<file path="src/rtl/bf16_mul_pipe.sv">
// -----------------------------------------------------------------------------
// bf16_mul_pipe
//
// Pipelined, multi-lane bf16 x bf16 -> fp32 multiplier. Each accepted beat
// carries NUM_LANES independent operand pairs and a rounding mode. The product
// for every lane emerges three cycles after the accepting cycle.
//
//   S1 : unpack, 8x8 mantissa multiply, biased exponent sum
//   S2 : full normalisation (leading-one placed at man[15])
//   S3 : overflow / normal / subnormal packing with rounding, flag generation
//
// All three stages advance together only when the output register is free or
// being consumed; bubbles travel through the pipe and are not compressed.
//
// Ports
//   clk          clock, all state on rising edge
//   rst_n        asynchronous active-low reset
//   in_valid     input beat valid
//   in_ready     input beat accepted when in_valid && in_ready
//   in_a, in_b   bf16 operands, lane i at [16i+15:16i]
//   in_lane_en   per-lane enable; a disabled lane yields +0 and no flags
//   in_rnd       0 = round-to-nearest-even, 1 = round-toward-zero
//   out_valid    output beat valid
//   out_ready    output beat consumed when out_valid && out_ready
//   out_p        fp32 products, lane i at [32i+31:32i]
//   flag_ovf     sticky per-lane overflow-to-Inf flag
//   flag_unf     sticky per-lane inexact-subnormal / flushed-to-zero flag
//   flag_clr     synchronous clear of both flag vectors (a same-cycle set wins)
//   inflight     number of valid beats held in stages 1..3
//
// Build option
//   BF16_MUL_SPECIAL_EN : when defined, IEEE NaN / Inf operands are honoured
//   (NaN and Inf*0 give canonical qNaN 0x7FC00000, Inf*finite gives signed
//   Inf without an overflow flag). When undefined, exponent-255 operands are
//   ordinary normals and simply overflow.
// -----------------------------------------------------------------------------
module bf16_mul_pipe #(
   parameter int NUM_LANES = 4
) (
   input  logic                      clk,
   input  logic                      rst_n,
   input  logic                      in_valid,
   output logic                      in_ready,
   input  logic [16*NUM_LANES-1:0]   in_a,
   input  logic [16*NUM_LANES-1:0]   in_b,
   input  logic [NUM_LANES-1:0]      in_lane_en,
   input  logic                      in_rnd,
   output logic                      out_valid,
   input  logic                      out_ready,
   output logic [32*NUM_LANES-1:0]   out_p,
   output logic [NUM_LANES-1:0]      flag_ovf,
   output logic [NUM_LANES-1:0]      flag_unf,
   input  logic                      flag_clr,
   output logic [1:0]                inflight
);

   // ---------------------------------------------------------------------------
   // Per-lane stage payloads
   // ---------------------------------------------------------------------------
   typedef struct packed {
      logic        en;
      logic        sign;
      logic        special;     // result fully decided in S1 (NaN / Inf)
      logic [31:0] spec_val;
      logic [15:0] prod;        // 1.xx * 1.xx, binary point after bit 14
      logic [9:0]  exp;         // two's complement biased exponent
   } s1_lane_t;

   typedef struct packed {
      logic        en;
      logic        sign;
      logic        special;
      logic [31:0] spec_val;
      logic        zero;
      logic [15:0] man;         // leading one at bit 15
      logic [9:0]  exp;         // two's complement biased exponent
   } s2_lane_t;

   typedef struct packed {
      logic [31:0] res;
      logic        ovf;
      logic        unf;
   } s3_lane_t;

   // ---------------------------------------------------------------------------
   // Leading-zero count over a 15-bit field; returns 14 when only bit 0 (or
   // nothing) is set. The all-zero product is handled separately.
   // ---------------------------------------------------------------------------
   function automatic logic [3:0] lzc15(input logic [14:0] v);
      logic [3:0] n;
      n = 4'd14;
      for (int i = 0; i <= 14; i++) begin
         if (v[i]) n = 4'(14 - i);
      end
      return n;
   endfunction

   // ---------------------------------------------------------------------------
   // S1: unpack and multiply
   // ---------------------------------------------------------------------------
   function automatic s1_lane_t stage1(input logic [15:0] a,
                                       input logic [15:0] b,
                                       input logic        en);
      s1_lane_t   r;
      logic [7:0] ea, eb, ma, mb;
`ifdef BF16_MUL_SPECIAL_EN
      logic       a_nan, b_nan, a_inf, b_inf, a_zero, b_zero;
`endif
      // Subnormal operands use effective exponent 1 and no implicit bit.
      ea         = (a[14:7] == 8'd0) ? 8'd1 : a[14:7];
      eb         = (b[14:7] == 8'd0) ? 8'd1 : b[14:7];
      ma         = {(a[14:7] != 8'd0), a[6:0]};
      mb         = {(b[14:7] != 8'd0), b[6:0]};
      r.en       = en;
      r.sign     = a[15] ^ b[15];
      r.prod     = {8'd0, ma} * {8'd0, mb};
      r.exp      = {2'b00, ea} + {2'b00, eb} - 10'd127;
      r.special  = 1'b0;
      r.spec_val = 32'd0;
`ifdef BF16_MUL_SPECIAL_EN
      a_nan  = (a[14:7] == 8'hFF) && (a[6:0] != 7'd0);
      b_nan  = (b[14:7] == 8'hFF) && (b[6:0] != 7'd0);
      a_inf  = (a[14:7] == 8'hFF) && (a[6:0] == 7'd0);
      b_inf  = (b[14:7] == 8'hFF) && (b[6:0] == 7'd0);
      a_zero = (a[14:0] == 15'd0);
      b_zero = (b[14:0] == 15'd0);
      if (a_nan || b_nan) begin
         r.special  = 1'b1;
         r.spec_val = 32'h7FC0_0000;
      end else if ((a_inf && b_zero) || (b_inf && a_zero)) begin
         r.special  = 1'b1;
         r.spec_val = 32'h7FC0_0000;
      end else if (a_inf || b_inf) begin
         r.special  = 1'b1;
         r.spec_val = {r.sign, 8'hFF, 23'd0};
      end
`endif
      return r;
   endfunction

   // ---------------------------------------------------------------------------
   // S2: normalise so the leading one sits at man[15]
   // ---------------------------------------------------------------------------
   function automatic s2_lane_t stage2(input s1_lane_t x);
      s2_lane_t   r;
      logic [3:0] lz;
      r.en       = x.en;
      r.sign     = x.sign;
      r.special  = x.special;
      r.spec_val = x.spec_val;
      r.zero     = (x.prod == 16'd0);
      lz         = lzc15(x.prod[14:0]);
      if (x.prod[15]) begin
         // Product in [2,4): value is already man/2^15 with exponent + 1.
         r.man = x.prod;
         r.exp = x.exp + 10'd1;
      end else begin
         r.man = x.prod << (lz + 4'd1);
         r.exp = x.exp - {6'd0, lz};
      end
      return r;
   endfunction

   // ---------------------------------------------------------------------------
   // S3: pack to fp32, round subnormals, raise flags
   // ---------------------------------------------------------------------------
   function automatic s3_lane_t stage3(input s2_lane_t x, input logic rnd);
      s3_lane_t          r;
      logic signed [9:0] e;
      logic signed [9:0] sh;
      logic [49:0]       ext;
      logic [23:0]       f;
      logic [23:0]       rf;
      logic              g, st, inc;
      r   = '0;
      e   = $signed(x.exp);
      sh  = 10'sd1 - e;
      ext = '0;
      f   = '0;
      rf  = '0;
      g   = 1'b0;
      st  = 1'b0;
      inc = 1'b0;
      if (!x.en) begin
         r.res = 32'd0;
      end else if (x.special) begin
         r.res = x.spec_val;
      end else if (x.zero) begin
         r.res = {x.sign, 31'd0};
      end else if (e >= 10'sd255) begin
         r.res = {x.sign, 8'hFF, 23'd0};
         r.ovf = 1'b1;
      end else if (e >= 10'sd1) begin
         // 16 significant bits always fit the 23-bit fraction: exact.
         r.res = {x.sign, x.exp[7:0], x.man[14:0], 8'd0};
      end else if (sh > 10'sd25) begin
         r.res = {x.sign, 31'd0};
         r.unf = 1'b1;
      end else begin
         // 24-bit significand shifted right by (1 - e); the 26 extension bits
         // keep every shifted-out bit for guard and sticky.
         ext = {x.man, 8'd0, 26'd0} >> sh[4:0];
         f   = ext[49:26];
         g   = ext[25];
         st  = |ext[24:0];
         inc = !rnd && g && (st || f[0]);
         rf  = f + {23'd0, inc};
         // A carry into bit 23 lands in the exponent field as exp = 1.
         r.res = {x.sign, 7'd0, rf};
         r.unf = g || st;
      end
      return r;
   endfunction

   // ---------------------------------------------------------------------------
   // Stage registers and combinational stage logic
   // ---------------------------------------------------------------------------
   logic                   adv;
   logic                   s1_valid, s2_valid;
   logic                   s1_rnd, s2_rnd;
   s1_lane_t               s1_d [NUM_LANES];
   s1_lane_t               s1_q [NUM_LANES];
   s2_lane_t               s2_d [NUM_LANES];
   s2_lane_t               s2_q [NUM_LANES];
   s3_lane_t               s3_d [NUM_LANES];
   logic [32*NUM_LANES-1:0] out_d;
   logic [NUM_LANES-1:0]   ovf_vec, unf_vec;
   logic [NUM_LANES-1:0]   ovf_set, unf_set;
   logic                   accept, consume;

   // The whole pipe stalls as one unit; in_ready never looks at in_valid.
   assign adv      = !out_valid || out_ready;
   assign in_ready = adv;
   assign accept   = in_valid && in_ready;
   assign consume  = out_valid && out_ready;

   always_comb begin
      for (int i = 0; i < NUM_LANES; i++) begin
         s1_d[i] = stage1(in_a[16*i +: 16], in_b[16*i +: 16], in_lane_en[i]);
      end
   end

   always_comb begin
      for (int i = 0; i < NUM_LANES; i++) begin
         s2_d[i] = stage2(s1_q[i]);
      end
   end

   // NOTE: every output of this block gets a default before the loop, so no
   // path leaves a variable unassigned and no latch can be inferred.
   always_comb begin
      out_d   = '0;
      ovf_vec = '0;
      unf_vec = '0;
      for (int i = 0; i < NUM_LANES; i++) begin
         s3_d[i]          = stage3(s2_q[i], s2_rnd);
         out_d[32*i +: 32] = s3_d[i].res;
         ovf_vec[i]        = s3_d[i].ovf;
         unf_vec[i]        = s3_d[i].unf;
      end
   end

   // Valid bits move on every advance so bubbles keep their slot.
   // NOTE: state is updated with non-blocking assignments so every register
   // samples the pre-edge value of its source regardless of statement order.
   always_ff @(posedge clk or negedge rst_n) begin
      if (!rst_n) begin
         s1_valid  <= 1'b0;
         s2_valid  <= 1'b0;
         out_valid <= 1'b0;
      end else if (adv) begin
         s1_valid  <= in_valid;
         s2_valid  <= s1_valid;
         out_valid <= s2_valid;
      end
   end

   // Payload registers load only when a valid beat moves into them.
   // NOTE: payload is reset too; out_p must read 0 after reset and the extra
   // reset on the inner stages keeps simulation free of X propagation.
   always_ff @(posedge clk or negedge rst_n) begin
      if (!rst_n) begin
         s1_rnd <= 1'b0;
         s2_rnd <= 1'b0;
         out_p  <= '0;
         for (int i = 0; i < NUM_LANES; i++) begin
            s1_q[i] <= '0;
            s2_q[i] <= '0;
         end
      end else if (adv) begin
         if (in_valid) begin
            s1_q   <= s1_d;
            s1_rnd <= in_rnd;
         end
         if (s1_valid) begin
            s2_q   <= s2_d;
            s2_rnd <= s1_rnd;
         end
         if (s2_valid) begin
            out_p <= out_d;
         end
      end
   end

   // Flags set on the edge that loads a valid beat into the output register.
   assign ovf_set = (adv && s2_valid) ? ovf_vec : '0;
   assign unf_set = (adv && s2_valid) ? unf_vec : '0;

   always_ff @(posedge clk or negedge rst_n) begin
      if (!rst_n) begin
         flag_ovf <= '0;
         flag_unf <= '0;
      end else begin
         flag_ovf <= (flag_ovf & ~{NUM_LANES{flag_clr}}) | ovf_set;
         flag_unf <= (flag_unf & ~{NUM_LANES{flag_clr}}) | unf_set;
      end
   end

   always_ff @(posedge clk or negedge rst_n) begin
      if (!rst_n) begin
         inflight <= 2'd0;
      end else begin
         case ({accept, consume})
            2'b10:   inflight <= inflight + 2'd1;
            2'b01:   inflight <= inflight - 2'd1;
            default: inflight <= inflight;
         endcase
      end
   end

endmodule

</file>
<file path="config.mk">
export PLATFORM = sky130hd
export DESIGN_NAME = bf16_mul_pipe
export DESIGN_NICKNAME = d
export VERILOG_FILES = /design/src/rtl/bf16_mul_pipe.sv
export SDC_FILE = /design/constraint.sdc
export NUM_CORES = 2
export LEC_CHECK = 0
export CAP_MARGIN = 20
export CORE_MARGIN = 8
export CORE_UTILIZATION = 55
export DETAILED_ROUTE_END_ITERATION = 8
export GPL_TIMING_DRIVEN = 0
export HOLD_SLACK_MARGIN = 0.12
export PLACE_DENSITY_LB_ADDON = 0.05
export SYNTH_ARGS = -nofsm -noshare
export SYNTH_HDL_FRONTEND = slang
export SYNTH_SLANG_ARGS = --single-unit
</file>
<file path="constraint.sdc">
create_clock -name clk -period 4.4 [get_ports clk]
set_clock_uncertainty 0.2 [all_clocks]
set_input_delay 0.66 -clock clk [delete_from_list [all_inputs] [get_ports clk]]
set_output_delay 0.66 -clock clk [all_outputs]
set_load 0.05 [all_outputs]
</file>
==> summary.txt <==
Status
  • Run status: finished with violations
  • Failing checks: setup timing

STA
  • Least-Margin Pin Slew: approximately 1.1 ns
  • Worst Slack Setup Final: -0.288 ns
  • Fin crit share: 1.07
  • Fmax: between 200 and 250 MHz
  • Max Transition Viols Final: 0
  • Rel. slew slack: 0.238
  • Endpoints failing hold: 0
  • # setup viols final: 10
  • RSZ-0062 raised after global routing: true
  • Crit path time final: ~4.7 ns

Drt
  • DR pass1 iterations: 8
  • DRT Wirelength: approximately 130,000 um
  • DRT iter0 DRCs: between 3,000 and 4,000
  • Total vias in the final route: 34,200
  • Routed vias/inst: 6.24
  • Remaining routing DRC violations: 0
  • Detail Route Antenna Nets: 0
  • Routed WL per cell: 23.0 um

Critical path
  • Worst path most repeated cell: fa_1
  • CP max stage delay: approximately 0.51 ns
  • Worst-path maximum fanout: 4
  • Critical Path AT: between 4 and 5 ns
  • CP Launch Type: primary input
  • Critical path, cell by cell: buf_2, nor4_4, nand2_2, and2_4, fa_1, inv_2, fa_1, inv_1, fa_1, inv_1, fa_1, inv_2, ha_4, a21o_1, a31oi_4, o21ai_4, o41ai_4, xnor2_2, o21ai_1
  • Crit-path slowest cell: fa_1
  • Delay-heaviest family, CP: adder cells
  • Critical Path RT: 4.64 ns
  • CP Capture Type: register
  • CP Class: in -> reg
  • Buffers and inverters on the worst path: 5

Clock network
  • Worst-path clk slew: around 0.060 ns
  • TritonCTS buffer count: 43
  • Root Buffer: clkbuf_16
  • TritonCTS clock tree: built
  • Maximum buffer depth of the clock tree: 3
  • Clk sink count: between 300 and 400
  • Clock latency on the worst-skew pair: 0.60 ns
  • H-tree depth reported by CTS: 2

Floorplan
  • I/O pins: 278
  • Die Span Y: 273 um
  • Initial core utilization: 0.553
  • Placeable core region: between 0.06 and 0.07 mm2
  • Std cell rows: 94
  • Die width: 273 um
  • Die Area: approximately 0.074 mm2

Cells and area
  • Post-layout util: 0.677
  • Register area: 0.00930 mm2
  • Area growth, synth to finish: 22.4%
  • Commonest non-fill, non-tap cell in the layout: nand2_1
  • Most frequent cells in the layout: nand2_1, dfrtp_1, inv_1, o21ai_0, ha_1
  • NumNets Final: around 5,100
  • Post-layout instance count excluding filler cells: roughly 5,500
  • Layout cell share with drive strength beyond 1: 0.168
  • Multi-input logic area: between 0.02 and 0.03 mm2
  • Layout fillers: about 5,400

Worst hold path
  • Hold Path Class: reg -> reg

Synthesis
  • Post-synthesis sequential element count: around 370
  • Synth warn: 0
  • Post-synth EDFFs: 0
  • Post-synthesis sequential area ratio: 0.256
  • Avg Cell Area, Syn: a little under 9 um2
  • Mapped cell area: about 0.036 mm2
  • Synth cell types: 99
  • Post-synth net total: ~4,700
  • Top FF cell, synth: dfrtp_1
  • Async S/R FF share, synth: 1.00
  • Synthesized instance count: 4,142

Placed design
  • Routability cong.: ~1.0
  • Pre-CTS setup slack: -1.61 ns
  • Post-DP HPWL: about 98,000 um
  • PortBufs: 276
  • Dpl cells: 5,286

Global route
  • Vias in the first global route: roughly 33,000
  • All-layer global routing usage: 0.328
  • First-pass GRT wire length: a little under 200,000 um
  • Initial antenna violation count: 3
  • Largest net degree at the start of global routing: between 100 and 150
  • Grt ovf: 0

Job
  • Max cap viols: 0
[path summary, 6_finish.rpt]
path	cells after the start	slack (ns)	start	to
max in group asynchronous	4	2.21	rst_n	out_p[8]
worst min-delay path	1	0.26	inflight[1]	inflight[1]
worst min register to register	1	0.26	inflight[1]	inflight[1]
min in group asynchronous	2	0.43	rst_n	s1_q[73]
worst max register to register	18	0.10	s2_q[125]	out_p[43]
worst max-delay path	19	-0.29	in_b[23]	s1_q[147]
[synthesized netlist by cell type, types with 68 or more instances]
master	count	area, um2
xor2_1	70	613
nand2_1	497	1870
clkbuf_1	204	766
and2_1	193	1210
mux2i_1	117	1170
ha_1	265	3320
nand3_1	68	340
xnor2_1	114	998
nor3_1	82	410
o21ai_0	283	1420
nor2_1	237	890
mux2_2	72	811
a22oi_1	71	533
fa_1	152	3040
inv_1	313	1170
dfrtp_1	371	9280
a21oi_1	208	1040
[kinds of logic (layout without fill, tap and decap cells)]
family / count (synthesis) / count (layout) / synth area share
multiplexers: 260 / 260 / 0.0994
XOR/XNOR: 191 / 191 / 0.0486
buffers and inverters: 586 / 1061 / 0.0649
AND/OR/NAND/NOR: 1343 / 1343 / 0.182
flip-flops: 371 / 371 / 0.256
AO/OA/AOI/OAI: 974 / 974 / 0.173
adder cells (fa/ha/maj): 417 / 417 / 0.176
other: 0 / 2 / 0
[stage by stage]
| stage | hold WS [ns] | setup TNS [ns] | instance area, um2 |
|---|---|---|---|
| floorplan | 0.164 | -3.57 | 36600 |
| global placement | 0.246 | -5209.18 | 40500 |
| detailed placement | 0.257 | -89.91 | 40600 |
| CTS | 0.269 | -1.50 | 43100 |
| global route | 0.295 | -4.25 | 44300 |
| finish | 0.263 | -1.44 | 44300 |
[final cells by class]
cell class                 instances  area share
clock inverter                    20     0.00474
clock buffer                      60      0.0282
multi-input combinational       3185       0.592
sequential                       371       0.210
antenna                            2    0.000113
tap                              864      0.0244
buffer                           249      0.0292
timing repair buffer             413      0.0841
inverter                         319      0.0274
[routing by layer]
metal  part of all wire  wire length (um)  up-vias  track usage
met3              0.083             10500      333       0.0496
met4              0.047              5880        4        0.127
met5            0.00021                26        -            0
met2               0.45             57000     1610        0.520
li1                   -                 -    15500            -
met1               0.42             52700    16700        0.450
[flip-flops by register name (all words and copies together), names as in the netlist]
name       flops
flag_ovf       4
inflight       2
s1_valid       1
s2_q         116
s1_q         112
s2_rnd         1
flag_unf       4
s1_rnd         1
out_valid      1
s2_valid       1
out_p        128
[timing repair]
| item | in CTS | in global routing |
|---|---|---|
| setup buffers | 61 | 70 |
| setup endpoints to repair | 124 | 82 |
| endpoints found under the hold margin | 72 | 0 |
| gates cloned | 0 | 1 |
| pin swaps | 76 | 75 |
| resized for setup | 452 | 235 |
| hold buffers | 1 | 0 |
Power is left out: the tool's default activity adds up to more than one toggle a clock period on the data nets, which glitch-free logic cannot reach.
